===== src/rtl/uart_pkt_payload_extractor.sv =====
// uart_pkt_payload_extractor
//   Frames raw UART RX bytes (AA 55 LEN_H LEN_L payload [CHK]) into packets and
//   forwards only the payload on a valid/ready/last stream through a small FIFO.
//   Per-packet completion is reported on pkt_done / pkt_err / err_code / pkt_len.
//   Optional feature macro: PKT_CHECKSUM_EN (adds the trailing checksum byte).
module uart_pkt_payload_extractor #(
    parameter int MAX_PAYLOAD    = 2048,
    parameter int FIFO_DEPTH     = 16,
    parameter int TIMEOUT_CYCLES = 100000
) (
    input  logic        clk,
    input  logic        rst,
    input  logic [7:0]  rx_data,
    input  logic        rx_valid,
    output logic [7:0]  pkt_payload_data,
    output logic        pkt_payload_valid,
    output logic        pkt_payload_last,
    input  logic        pkt_payload_ready,
    output logic        busy,
    output logic        pkt_done,
    output logic        pkt_err,
    output logic [2:0]  err_code,
    output logic [15:0] pkt_len
);
    localparam int AW    = $clog2(FIFO_DEPTH);
    localparam int TMO_W = $clog2(TIMEOUT_CYCLES + 1);

    localparam logic [2:0] ERR_NONE     = 3'd0;
    localparam logic [2:0] ERR_LENGTH   = 3'd1;
    localparam logic [2:0] ERR_TIMEOUT  = 3'd3;
    localparam logic [2:0] ERR_OVERFLOW = 3'd4;

    typedef enum logic [2:0] {
        S_IDLE, S_SYNC, S_LEN_H, S_LEN_L, S_PAYLOAD, S_CHK
    } state_t;

    state_t state_reg, state_next;
    logic [15:0] len_reg, len_next;
    logic [15:0] cnt_reg, cnt_next;
    logic        ovf_reg, ovf_next;
    logic [TMO_W-1:0] tmo_reg, tmo_next;
    logic        done_reg, done_next;
    logic        err_reg, err_next;
    logic [2:0]  code_reg, code_next;
    logic [15:0] pkt_len_reg, pkt_len_next;
`ifdef PKT_CHECKSUM_EN
    logic [7:0]  sum_reg, sum_next;
`endif

    // Payload FIFO: pointers carry one extra wrap bit so full/empty are unambiguous.
    logic [8:0]  fifo_mem [FIFO_DEPTH];
    logic [AW:0] wr_ptr_reg, rd_ptr_reg;
    logic [AW:0] fifo_count;
    logic        fifo_full, fifo_empty, fifo_pop, can_push, fifo_push;
    logic        push_req, push_last;
    logic [8:0]  fifo_head;
    logic [15:0] len_val;

    assign fifo_count = wr_ptr_reg - rd_ptr_reg;
    assign fifo_full  = (fifo_count == (AW+1)'(FIFO_DEPTH));
    assign fifo_empty = (fifo_count == '0);
    assign fifo_pop   = !fifo_empty && pkt_payload_ready;
    // A pop in the same cycle frees a slot, so a write at full still succeeds.
    assign can_push   = !fifo_full || fifo_pop;
    assign fifo_push  = push_req && can_push;
    assign fifo_head  = fifo_mem[rd_ptr_reg[AW-1:0]];
    assign len_val    = {len_reg[15:8], rx_data};

    assign pkt_payload_valid = !fifo_empty;
    assign pkt_payload_data  = fifo_empty ? 8'd0 : fifo_head[7:0];
    assign pkt_payload_last  = !fifo_empty && fifo_head[8];
    assign busy      = (state_reg != S_IDLE) || !fifo_empty;
    assign pkt_done  = done_reg;
    assign pkt_err   = err_reg;
    assign err_code  = code_reg;
    assign pkt_len   = pkt_len_reg;

    // FIFO storage write; no reset so it maps onto plain RAM.
    always_ff @(posedge clk) begin
        if (fifo_push) fifo_mem[wr_ptr_reg[AW-1:0]] <= {push_last, rx_data};
    end

    // FIFO pointers; reset flushes the FIFO immediately.
    always_ff @(posedge clk or posedge rst) begin
        if (rst) begin
            wr_ptr_reg <= '0;
            rd_ptr_reg <= '0;
        end else begin
            if (fifo_push) wr_ptr_reg <= wr_ptr_reg + 1'b1;
            if (fifo_pop)  rd_ptr_reg <= rd_ptr_reg + 1'b1;
        end
    end

    // Parser state and status registers.
    always_ff @(posedge clk or posedge rst) begin
        if (rst) begin
            state_reg   <= S_IDLE;
            len_reg     <= '0;
            cnt_reg     <= '0;
            ovf_reg     <= 1'b0;
            tmo_reg     <= '0;
            done_reg    <= 1'b0;
            err_reg     <= 1'b0;
            code_reg    <= ERR_NONE;
            pkt_len_reg <= '0;
`ifdef PKT_CHECKSUM_EN
            sum_reg     <= '0;
`endif
        end else begin
            state_reg   <= state_next;
            len_reg     <= len_next;
            cnt_reg     <= cnt_next;
            ovf_reg     <= ovf_next;
            tmo_reg     <= tmo_next;
            done_reg    <= done_next;
            err_reg     <= err_next;
            code_reg    <= code_next;
            pkt_len_reg <= pkt_len_next;
`ifdef PKT_CHECKSUM_EN
            sum_reg     <= sum_next;
`endif
        end
    end

    // Next-state logic: one transition per received byte, plus the idle timeout.
    always_comb begin
        state_next   = state_reg;
        len_next     = len_reg;
        cnt_next     = cnt_reg;
        ovf_next     = ovf_reg;
        tmo_next     = '0;
        done_next    = 1'b0;
        err_next     = err_reg;
        code_next    = code_reg;
        pkt_len_next = pkt_len_reg;
        push_req     = 1'b0;
        push_last    = 1'b0;
`ifdef PKT_CHECKSUM_EN
        sum_next     = sum_reg;
`endif
        if (state_reg != S_IDLE && !rx_valid) tmo_next = tmo_reg + 1'b1;

        if (rx_valid) begin
            case (state_reg)
                S_IDLE: if (rx_data == 8'hAA) state_next = S_SYNC;
                S_SYNC: begin
                    if (rx_data == 8'h55)      state_next = S_LEN_H;
                    else if (rx_data != 8'hAA) state_next = S_IDLE;
                end
                S_LEN_H: begin
                    len_next   = {rx_data, 8'h00};
                    state_next = S_LEN_L;
                end
                S_LEN_L: begin
                    len_next = len_val;
                    if (len_val == 16'd0 || {16'd0, len_val} > 32'(MAX_PAYLOAD)) begin
                        done_next    = 1'b1;
                        err_next     = 1'b1;
                        code_next    = ERR_LENGTH;
                        pkt_len_next = len_val;
                        state_next   = S_IDLE;
                    end else begin
                        cnt_next   = len_val;
                        ovf_next   = 1'b0;
`ifdef PKT_CHECKSUM_EN
                        sum_next   = '0;
`endif
                        state_next = S_PAYLOAD;
                    end
                end
                S_PAYLOAD: begin
                    push_req  = 1'b1;
                    push_last = (cnt_reg == 16'd1);
                    if (!can_push) ovf_next = 1'b1;
                    cnt_next  = cnt_reg - 1'b1;
`ifdef PKT_CHECKSUM_EN
                    sum_next  = sum_reg + rx_data;
                    if (cnt_reg == 16'd1) state_next = S_CHK;
`else
                    if (cnt_reg == 16'd1) begin
                        done_next    = 1'b1;
                        err_next     = ovf_reg || !can_push;
                        code_next    = (ovf_reg || !can_push) ? ERR_OVERFLOW : ERR_NONE;
                        pkt_len_next = len_reg;
                        state_next   = S_IDLE;
                    end
`endif
                end
                S_CHK: begin
                    done_next    = 1'b1;
                    pkt_len_next = len_reg;
                    state_next   = S_IDLE;
`ifdef PKT_CHECKSUM_EN
                    if (ovf_reg)                  code_next = ERR_OVERFLOW;
                    else if (rx_data != sum_reg)  code_next = 3'd2;
                    else                          code_next = ERR_NONE;
                    err_next = ovf_reg || (rx_data != sum_reg);
`else
                    err_next  = ovf_reg;
                    code_next = ovf_reg ? ERR_OVERFLOW : ERR_NONE;
`endif
                end
                default: state_next = S_IDLE;
            endcase
        end else if (state_reg != S_IDLE && tmo_reg == TMO_W'(TIMEOUT_CYCLES - 1)) begin
            // Line went quiet mid-packet; anything already buffered still drains.
            done_next    = 1'b1;
            err_next     = 1'b1;
            code_next    = ERR_TIMEOUT;
            pkt_len_next = len_reg;
            tmo_next     = '0;
            state_next   = S_IDLE;
        end
    end
endmodule


===== config.mk =====
export PLATFORM = sky130hd
export DESIGN_NAME = uart_pkt_payload_extractor
export DESIGN_NICKNAME = d
export VERILOG_FILES = /design/src/rtl/uart_pkt_payload_extractor.sv
export SDC_FILE = /design/constraint.sdc
export NUM_CORES = 1
export LEC_CHECK = 0
export CORE_ASPECT_RATIO = 1.1
export CORE_UTILIZATION = 40
export DETAILED_ROUTE_END_ITERATION = 8
export RECOVER_POWER = 100
export SLEW_MARGIN = 15
export SYNTH_ARGS = -nofsm -noshare
export SYNTH_HDL_FRONTEND = slang
export SYNTH_SLANG_ARGS = --single-unit

===== constraint.sdc =====
create_clock -name clk -period 3.7 [get_ports clk]
set_input_delay 1.11 -clock clk [delete_from_list [all_inputs] [get_ports clk]]
set_output_delay 1.11 -clock clk [all_outputs]
set_load 0.05 [all_outputs]

[Word-level counts from Yosys, hierarchy flattened]
Memory sizes are Yosys's and may differ from the RTL's.
Cells that the tools add are included.
Word-level totals
  flip-flop bits (word level): 84
  memory bits (writable): 144
  word-level logic and storage cells: 110
  memories kept: 1
Memory list
  fifo_mem: words 16, bits a word 9, rd ports 1, clocked after memory_dff 0, write ports 1, line 51  | logic [8:0] fifo_mem [FIFO_DEPTH];
Operators by class
  add/subtract/negate cells: 5
  magnitude comparators: 1
  equality and inequality tests: 18
  mux-type cells: 46
  bitwise logic cells: 1
  reductions and logical operators: 26
Operators by type and width (number)
  two-way mux 16 bit: 5
  case mux 16 bit (2 select lines): 2
  two-way mux 17 bit: 3
  case mux 16 bit (3 select lines): 1
  two-way mux 3 bit: 13
  adder 17 x 1 -> 17 bit (second input constant): 1
  == test 17 bit (second input constant): 1
  == test 16 x 1 -> 1 bit (second input constant): 1
  > comparator 16 x 12 -> 1 bit (second input constant): 1
  logical NOT 16 bit: 1
  two-way mux 1 bit: 16
  subtractor 16 x 1 -> 16 bit (second input constant): 1
  case mux 3 bit (5 select lines): 1
  AND reduction 4 bit: 3
  adder 5 x 1 -> 5 bit (second input constant): 2
  != test 3 bit (second input constant): 3
  case mux 3 bit (3 select lines): 1
  == test 8 x 7 -> 1 bit (second input constant): 1
  == test 8 bit (second input constant): 1
  two-way mux 8 bit: 1
  != test 8 bit (second input constant): 1
  == test 3 x 2 -> 1 bit (second input constant): 2
  == test 3 bit (second input constant): 2
  case mux 1 bit (3 select lines): 2
  17 further kinds: 31

[Longest topological paths before layout]
Gate-level depths: netlist (run 1).
  depth in word-level cells: 11
  depth in mapped cells: 10
  depth with buffers taken out: 7

[Worst setup path after synthesis (run 1)]
Ideal clock, no wire load.
  kind: flip-flop to output port
  start point: reg rd_ptr_reg[1]
  end point: out busy
  arrival time: 3.043 ns
  required time: 2.590 ns
  setup slack: -0.453 ns
  cell stages (with the launch flop): 10
  path buffers: 3
  path through: dfrtp_1 -> clkbuf_1 -> clkbuf_1 -> inv_1 -> ha_1 -> and3b_1 -> or4_1 -> a211oi_2 -> clkbuf_1 -> nand2_1
On the way
  word-level cells in the longest chain between the ends: 4
RTL lines
  start, declared: line 52  | logic [AW:0] wr_ptr_reg, rd_ptr_reg;
  start signal, assigned: line 90  | if (fifo_pop) rd_ptr_reg <= rd_ptr_reg + 1'b1;
  subtractor 5 bit: line 59  | assign fifo_count = wr_ptr_reg - rd_ptr_reg;
  logical NOT 5 bit: line 61  | assign fifo_empty = (fifo_count == '0);
  logical NOT 1 bit: line 72  | assign busy = (state_reg != S_IDLE) || !fifo_empty;
  logical OR 1 bit: line 72
  end, declared: line 19  | output logic busy,
No other way between the ends.

[Worst setup path in the final report (run 1)]
  start point: reg wr_ptr_reg[1]
  end point: out pkt_payload_data[5]
On the way
  word-level cells in the longest chain between the ends: 3
RTL lines
  start, declared: line 52
  start signal, assigned: line 89  | if (fifo_push) wr_ptr_reg <= wr_ptr_reg + 1'b1;
  subtractor 5 bit: line 59
  logical NOT 5 bit: line 61
  two-way mux 8 bit: line 70  | assign pkt_payload_data = fifo_empty ? 8'd0 : fifo_head[7:0];
  end, declared: line 15  | output logic [7:0] pkt_payload_data,
No other way between the ends.

==> results of run 1 <==
area by class of cell:
class,count,share of cell area
Clock inverter,8,0.008271
Tap cell,310,0.03205
Timing Repair Buffer,101,0.07444
Inverter,17,0.005376
Multi-Input combinational cell,380,0.2911
Clock buffer,36,0.05749
Sequential cell,228,0.5312
worst paths after layout:
kind                                       end  slack, ns  cells past startpoint
setup / recovery           pkt_payload_data[5]      -0.08                      8
hold reg to reg                     len_reg[4]       0.48                      2
max in group asynchronous           tmo_reg[5]       0.76                      3
hold / removal                      len_reg[4]       0.48                      2
min in group asynchronous           pkt_len[6]       1.46                      2
setup reg to reg                 rd_ptr_reg[1]       0.93                     10
routing by layer:
layer,vias up,wire (µm),track usage
li1,2717,-,-
met2,157,11180,0.3069
met4,0,416,0.04875
met1,3112,9795,0.2380
met5,-,0,0
met3,39,1086,0.02806
cells in the final DEF (no fill, tap or decap), types with 4 or more instances in the layout:
| master | instances |
|---|---|
| nand3_1 | 8 |
| a22o_1 | 5 |
| nor2b_1 | 5 |
| clkinv_2 | 4 |
| and3_1 | 6 |
| clkbuf_1 | 23 |
| buf_12 | 5 |
| clkbuf_16 | 24 |
| nor2b_2 | 8 |
| nor4_1 | 5 |
| clkbuf_8 | 5 |
| edfxtp_1 | 144 |
| clkdlybuf4s50_1 | 22 |
| ha_1 | 8 |
| or4_4 | 5 |
| inv_2 | 5 |
| mux2_2 | 19 |
| xor2_1 | 11 |
| nor2_1 | 35 |
| nor3_1 | 9 |
| nand4_1 | 7 |
| buf_4 | 35 |
| a21oi_1 | 19 |
| o21ai_0 | 31 |
| buf_6 | 10 |
| dlygate4sd3_1 | 10 |
| dfrtp_1 | 82 |
| mux2_4 | 15 |
| inv_1 | 11 |
| xnor2_1 | 10 |
| nand2_1 | 41 |
| or3_1 | 8 |
| and4b_1 | 5 |
| mux4_2 | 45 |
| o22ai_1 | 4 |
| nand2b_1 | 6 |
| and4_1 | 4 |
worst max-delay path, stage by stage, from the launching register on:
cell and delay [ns]:
dfrtp_2 0.43, ha_4 0.26, and3b_1 0.18, or4_4 0.49, a211oi_4 0.30, buf_6 0.16
buf_12 0.12, nor2b_2 0.05, buf_6 0.15
power groups by stage:
stage	Combinational (W)	Sequential (W)	Clock (W)
after global placement	0.00180	0.00283	0
after CTS	0.00206	0.00277	0.00246
after global routing	0.00219	0.00278	0.00255
after detailed placement	0.00183	0.00283	0
after floorplan	0.00131	0.00283	0
final	0.00207	0.00277	0.00239
timing repair:
item,in CTS,in global routing
endpoints found under the setup margin,11,11
pin swaps,6,5
gates resized for setup,33,6
setup buffers,11,7
per-stage QoR:
stage | setup slack (ns) | power, W | hold WS [ns] | area, µm² | cells
6_report | -0.07787 | 0.007239 | 0.4802 | 12100 | 1080
3_5_place_dp | 0.06234 | 0.004664 | 0.4727 | 11080 | 1019
5_1_grt | -0.1277 | 0.007522 | 0.5033 | 12100 | 1080
2_1_floorplan | -0.04265 | 0.004135 | 0.4444 | 10070 | 654
3_3_place_gp | 0.09330 | 0.004632 | 0.4611 | 11080 | 1019
4_1_cts | -0.1420 | 0.007295 | 0.4840 | 12090 | 1073
logic make-up after synthesis:
| kind of cell | Yosys count | share of synthesized area |
|---|---|---|
| adders and majority gates | 12 | 0.01492 |
| DFF | 228 | 0.6385 |
| buffers and inverters | 46 | 0.02076 |
| xor gates and xnor gates | 22 | 0.02051 |
| AOI/OAI and AO/OA | 88 | 0.05855 |
| and+or+nand+nor | 179 | 0.1024 |
| muxes | 79 | 0.1443 |
==> flow_summary.rst, run 1 <==
.. list-table::
   :header-rows: 1

   * - Metric
     - Value
   * - Crit-path max FO
     - 5
   * - Combined area of all synthesized cells
     - just over 10,000 µm²
   * - Power density normalized to cell area
     - 598.2 nW/µm²
   * - Number of enable flip-flop cells after synthesis
     - 144
   * - Arrival time worst endpoint
     - 2.67 ns
   * - Die width
     - 153.2 µm
   * - Most frequent cells after synthesis
     - edfxtp_1, dfrtp_1, mux4_2
   * - Clock tree from TritonCTS
     - yes
   * - Final setup violation count
     - 11
   * - Deepest clock path buffer count
     - 3
   * - Asr flop ratio synth
     - 0.3684
   * - Vias
     - approximately 6k
   * - Final Util
     - 0.4930
   * - Number of detailed-routing iterations run before antenna repair
     - 5
   * - Vias in the first global route
     - around 6.2k
   * - Predominant post-synthesis flop cell
     - edfxtp_1
   * - Nature of the critical path endpoint
     - primary output
   * - Ys Warns
     - 0
   * - # DRC
     - 0
   * - Area of the die
     - 25,800 µm²
   * - Share of post-route cells with drive strength above 1
     - 0.2753
   * - Total gr overflow
     - 0
   * - Count of different cell masters after synthesis
     - 67
   * - Cell with the most instances after synthesis
     - edfxtp_1
   * - Net switching fraction of the power
     - 0.2850
   * - Mean Syn Cell Area
     - 15.39 µm²
   * - Cell type with the highest aggregate area in the netlist
     - edfxtp_1
   * - Number of max-cap violations
     - 1
   * - Via count normalized by instance count
     - 5.579
   * - Num ports
     - 44
   * - Sequential group share of total power
     - 0.383
   * - Starting utilization of the core area
     - 0.4100
   * - First DRT Iteration DRCs
     - 450
   * - Status
     - finished with violations
   * - Class of the tightest hold or removal check
     - flop to flop
   * - Total half-perimeter wirelength after legalization and detailed placement
     - 14,850 µm
   * - Vert. Die Dim
     - between 150 and 200 µm
   * - Count of final hold-check violations
     - 0
   * - Failing checks
     - max-capacitance violations, max-slew violations, negative setup slack
   * - Switching power total
     - roughly 0.0021 W
   * - I/O Buffers
     - between 40 and 50
   * - Floorplan Core Area
     - 24,550 µm²
   * - Hold-fix buffers, CTS
     - 0
   * - Max FFs per register
     - 144
   * - Wire length of the first global-routing pass
     - ~36,000 µm
   * - Setup total negative slack
     - -0.6854 ns
   * - Synthesis-to-layout area growth
     - 20.24%
   * - Startpoint of the tightest hold check path
     - len_reg[4]
   * - Critical Path Start
     - wr_ptr_reg[1]
   * - Crit path time final
     - 3.778 ns
   * - Total nets after synthesis
     - 678
   * - Sinks on the clock net
     - roughly 230
   * - Proportion of netlist area held by the largest area contributor
     - 0.4296
   * - Reg clk slew, reported paths
     - 0.06 ns
   * - Flops & latches, synth
     - 228
   * - Proportion of synthesized chip area in sequential cells
     - 0.6385
   * - Internal power consumption
     - 0.005176 W
   * - Setup repair after global routing missed its margin
     - yes
   * - # nets final
     - roughly 780
   * - Max Clk Rate
     - 0.2647 GHz
   * - Number of buffers created by CTS
     - 24
   * - Flip-flop and latch area
     - 6429 µm²
   * - Normalized max-slew margin
     - -0.1376
   * - Transition time at the pin with the least slew margin
     - 1.697 ns
   * - Maximum number of pins on one net before global-route repair
     - 40
   * - Leakage dissipation
     - between 4 and 5 nW
   * - Routability cong.
     - 0.8312
   * - Total area of multi-input combinational cells
     - approximately 3500 µm²
   * - Type of the worst setup path
     - flop to primary output
   * - Fill cell total of the finished layout
     - 2,048
   * - CP Data Required Time
     - 2.59 ns
   * - Number of cell rows
     - 60
   * - Master cell of the clock root buffer
     - clkbuf_16
   * - Critical Path Start Type
     - flop
   * - Power share of the clock group
     - 0.331
   * - Layout Skew
     - ~0.014 ns
   * - Post-Route WL
     - between 20,000 and 25,000 µm
   * - Reg2Reg Launch Point
     - wr_ptr_reg[1]
   * - Initial antenna violation count
     - 0
   * - Final slew viol count
     - 39
   * - Peak ir drop on the vdd network
     - 404.0 µV
   * - Final Cycle Share
     - 1.021
   * - Synthesized instance count
     - 654
   * - Post-DRT Antenna Nets
     - 0
   * - GRT Total Usage
     - 0.1795
   * - Relative contribution of combinational cells to total power
     - 0.286
   * - DR WL/cell
     - between 20 and 25 µm
   * - H-tree lvl count
     - 1
   * - Insertion delay to the later sink of the worst-skew pair
     - 0.52 ns
   * - Final setup slack of the worst path
     - -0.07787 ns
   * - Main area contributors after synthesis
     - edfxtp_1, dfrtp_1, mux4_2
   * - Number of antenna repair diodes
     - 0
Note: power is estimated with default switching activity, not from simulation.
==> inputs of run 2 (changes only) <==
- CORE_ASPECT_RATIO: 1.1 -> 2
==> flow_summary.rst, run 2 (synthesis results as in run 1) <==
.. list-table::
   :header-rows: 1

   * - Metric
     - Value
   * - Maximum number of pins on one net before global-route repair
     - 46 (+15%)
   * - Final setup violation count
     - 10 (-1)
   * - Final slew viol count
     - 41 (+5.1%)
   * - I/O Buffers
     - 43 (unchanged)
   * - Share of post-route cells with drive strength above 1
     - 0.2668 (-0.008570)
   * - Worst setup slack after placement
     - 0.04912 ns (-0.01322 ns)
   * - Total half-perimeter wirelength after legalization and detailed placement
     - 17,270 µm (+16%)
   * - Total gr overflow
     - 0 (unchanged)
   * - Initial antenna violation count
     - 0 (unchanged)
   * - Reg clk slew, reported paths
     - 0.07 ns (about the same)
   * - Peak ir drop on the vdd network
     - 282.2 µV (-30%)
   * - Commonest cells after routing, fill and taps aside
     - edfxtp_1, dfrtp_1, mux4_2
   * - Count of final hold-check violations
     - 0 (unchanged)
   * - Total area of multi-input combinational cells
     - 3510 µm² (-0.39%)
   * - Type of the worst setup path
     - flop to primary output
   * - Number of antenna repair diodes
     - 0 (unchanged)
   * - Final Cycle Share
     - 1.019 (-0.001865)
   * - Leakage dissipation
     - 4.379 nW (-1.2%)
   * - Vert. Die Dim
     - 226.3 µm (+34%)
   * - Number of cell rows
     - 81 (+35%)
   * - Flip-flop and latch area
     - 6429 µm² (unchanged)
   * - First DRT Iteration DRCs
     - 339 (-25%)
   * - Reg2Reg Launch Point
     - wr_ptr_reg[1]
   * - Routability cong.
     - 0.9109 (+9.6%)
   * - Critical Path Start
     - wr_ptr_reg[1]
   * - Floorplan Core Area
     - 24,630 µm² (+0.32%)
   * - Nature of the critical path endpoint
     - primary output
   * - Starting utilization of the core area
     - 0.4087 (-0.001312)
   * - Post-DRT Antenna Nets
     - 0 (unchanged)
   * - Power density normalized to cell area
     - 580.3 nW/µm² (-3.0%)
   * - Crit-path max FO
     - 5 (unchanged)
   * - Vias in the first global route
     - 6,567 (+5.5%)
   * - Insertion delay to the later sink of the worst-skew pair
     - 0.50 ns (-0.02 ns)
   * - Synthesis-to-layout area growth
     - 19.29%
   * - GRT Total Usage
     - 0.2043 (+0.02475)
   * - Final setup slack of the worst path
     - -0.07097 ns (+0.006902 ns)
   * - Terminus of the critical flop-to-flop path
     - rd_ptr_reg[1]
   * - Number of buffers created by CTS
     - 20 (-17%)
   * - Deepest clock path buffer count
     - 3 (unchanged)
   * - Sinks on the clock net
     - 228 (unchanged)
   * - Wire length of the first global-routing pass
     - 38,700 µm (+8.3%)
   * - Num ports
     - 44 (unchanged)
   * - Master cell of the clock root buffer
     - clkbuf_16
   * - Smallest hold slack
     - 0.4800 ns (-0.0001930 ns)
   * - Die width
     - 114.2 µm (-25%)
   * - Class of the tightest hold or removal check
     - flop to flop
   * - CP Data Required Time
     - 2.59 ns (about the same)
   * - Status
     - finished with violations
   * - Clock tree from TritonCTS
     - yes
   * - Critical Path Start Type
     - flop
   * - Setup repair after global routing missed its margin
     - yes
   * - Worst Setup EP
     - pkt_payload_data[0]
   * - Crit path time final
     - 3.771 ns (-0.006902 ns)
   * - Normalized max-slew margin
     - -0.2404 (-0.1027)
   * - Via count normalized by instance count
     - 5.520 (-1.1%)
   * - Final Util
     - 0.4875 (-0.005439)
   * - Arrival time worst endpoint
     - 2.66 ns (about the same)
   * - Hold-fix buffers, CTS
     - 0 (unchanged)
   * - Vias
     - 6,033 (+0.13%)
   * - DR WL/cell
     - 22.78 µm (+9.5%)
   * - Number of cells traversed by the worst register-to-register path
     - 10 (unchanged)
   * - Fill cell total of the finished layout
     - 2,096 (+2.3%)
   * - Number of max-cap violations
     - 1 (unchanged)
   * - Placed instance area
     - 11,140 µm² (+0.59%)
   * - Layout Skew
     - 0.01022 ns (-0.003804 ns)
   * - # nets final
     - 771 (-0.64%)
   * - Most common cell after layout, fill and taps aside
     - edfxtp_1
   * - Internal reg-to-reg setup slack
     - 0.92 ns (about the same)
   * - H-tree lvl count
     - 1 (unchanged)
   * - Area of the die
     - 25,840 µm² (+0.15%)
   * - Failing checks
     - max-capacitance violations, max-slew violations, negative setup slack
   * - Post-Route WL
     - 24,900 µm (+11%)
   * - Max Clk Rate
     - 0.2652 GHz (+0.18%)
   * - Transition time at the pin with the least slew margin
     - 1.850 ns (+0.1533 ns)
   * - Post-route cell area
     - 12,010 µm² (-0.79%)
   * - Number of detailed-routing iterations run before antenna repair
     - 5 (unchanged)
   * - Max FFs per register
     - 144 (unchanged)
   * - # DRC
     - 0 (unchanged)
## run 2: cell types whose count changed in the layout (fill, tap and decap cells not counted), sizes merged
cell	change
buf	+6
bufinv	-1
clkbuf	-16
clkinvlp	+1
inv	+1
## run 2: power breakdown
group | internal (W) | total (W) | switching [W]
combinational | 0.00103 | 0.00215 | 0.00111
clock | 0.00113 | 0.00204 | 0.000910
sequential | 0.00274 | 0.00277 | 0.0000324
## run 2: worst min-delay path by stage
stage / endpoint / depth (start not counted) / slack (ns) / startpoint
2_1_floorplan: len_reg[0] / 2 / 0.44 / len_reg[0]
3_3_place_gp: len_reg[6] / 2 / 0.46 / len_reg[6]
3_5_place_dp: len_reg[2] / 2 / 0.47 / len_reg[2]
4_1_cts: len_reg[7] / 2 / 0.49 / len_reg[7]
5_1_grt: len_reg[3] / 2 / 0.51 / len_reg[3]
6_report: len_reg[7] / 2 / 0.48 / len_reg[7]
## run 2: area by class of cell
class / count / share of cell area
clock inverters: 9 / 0.005940
multi-input cells: 380 / 0.2923
flip-flops and latches: 228 / 0.5354
inverters: 17 / 0.005419
clock buffers: 27 / 0.04648
repair buffers: 100 / 0.07983
well taps: 332 / 0.03460
## run 2: through the flow
step                      power (W)  TNS (ns)  cells
after floorplan            0.004135   -0.3611    654
after global placement     0.004673         0   1041
after detailed placement   0.004705         0   1041
after CTS                  0.006994   -0.7252   1090
after global routing       0.007228    -1.274   1093
final                      0.006967   -0.6105   1093
## run 2: repair_timing
item,CTS,global route
pin swaps,6,3
setup endpoints to repair,11,11
cloned,1,0
gates resized for setup,30,5
setup buffers,13,3
## run 2: metal layers
metal	vias to the layer above	global-route usage	part of all wire
li1	2701	-	-
met1	3112	0.2102	0.35
met2	150	0.3842	0.55
met3	70	0.02566	0.034
met4	0	0.1274	0.066
met5	-	0	0
## run 2: critical path: stages (launching register included)
cell,delay (ns)
dfrtp_2,0.45
ha_4,0.25
and3b_1,0.19
or4_4,0.53
a211oi_4,0.27
buf_6,0.15
buf_12,0.12
nor2b_2,0.05
buf_6,0.15
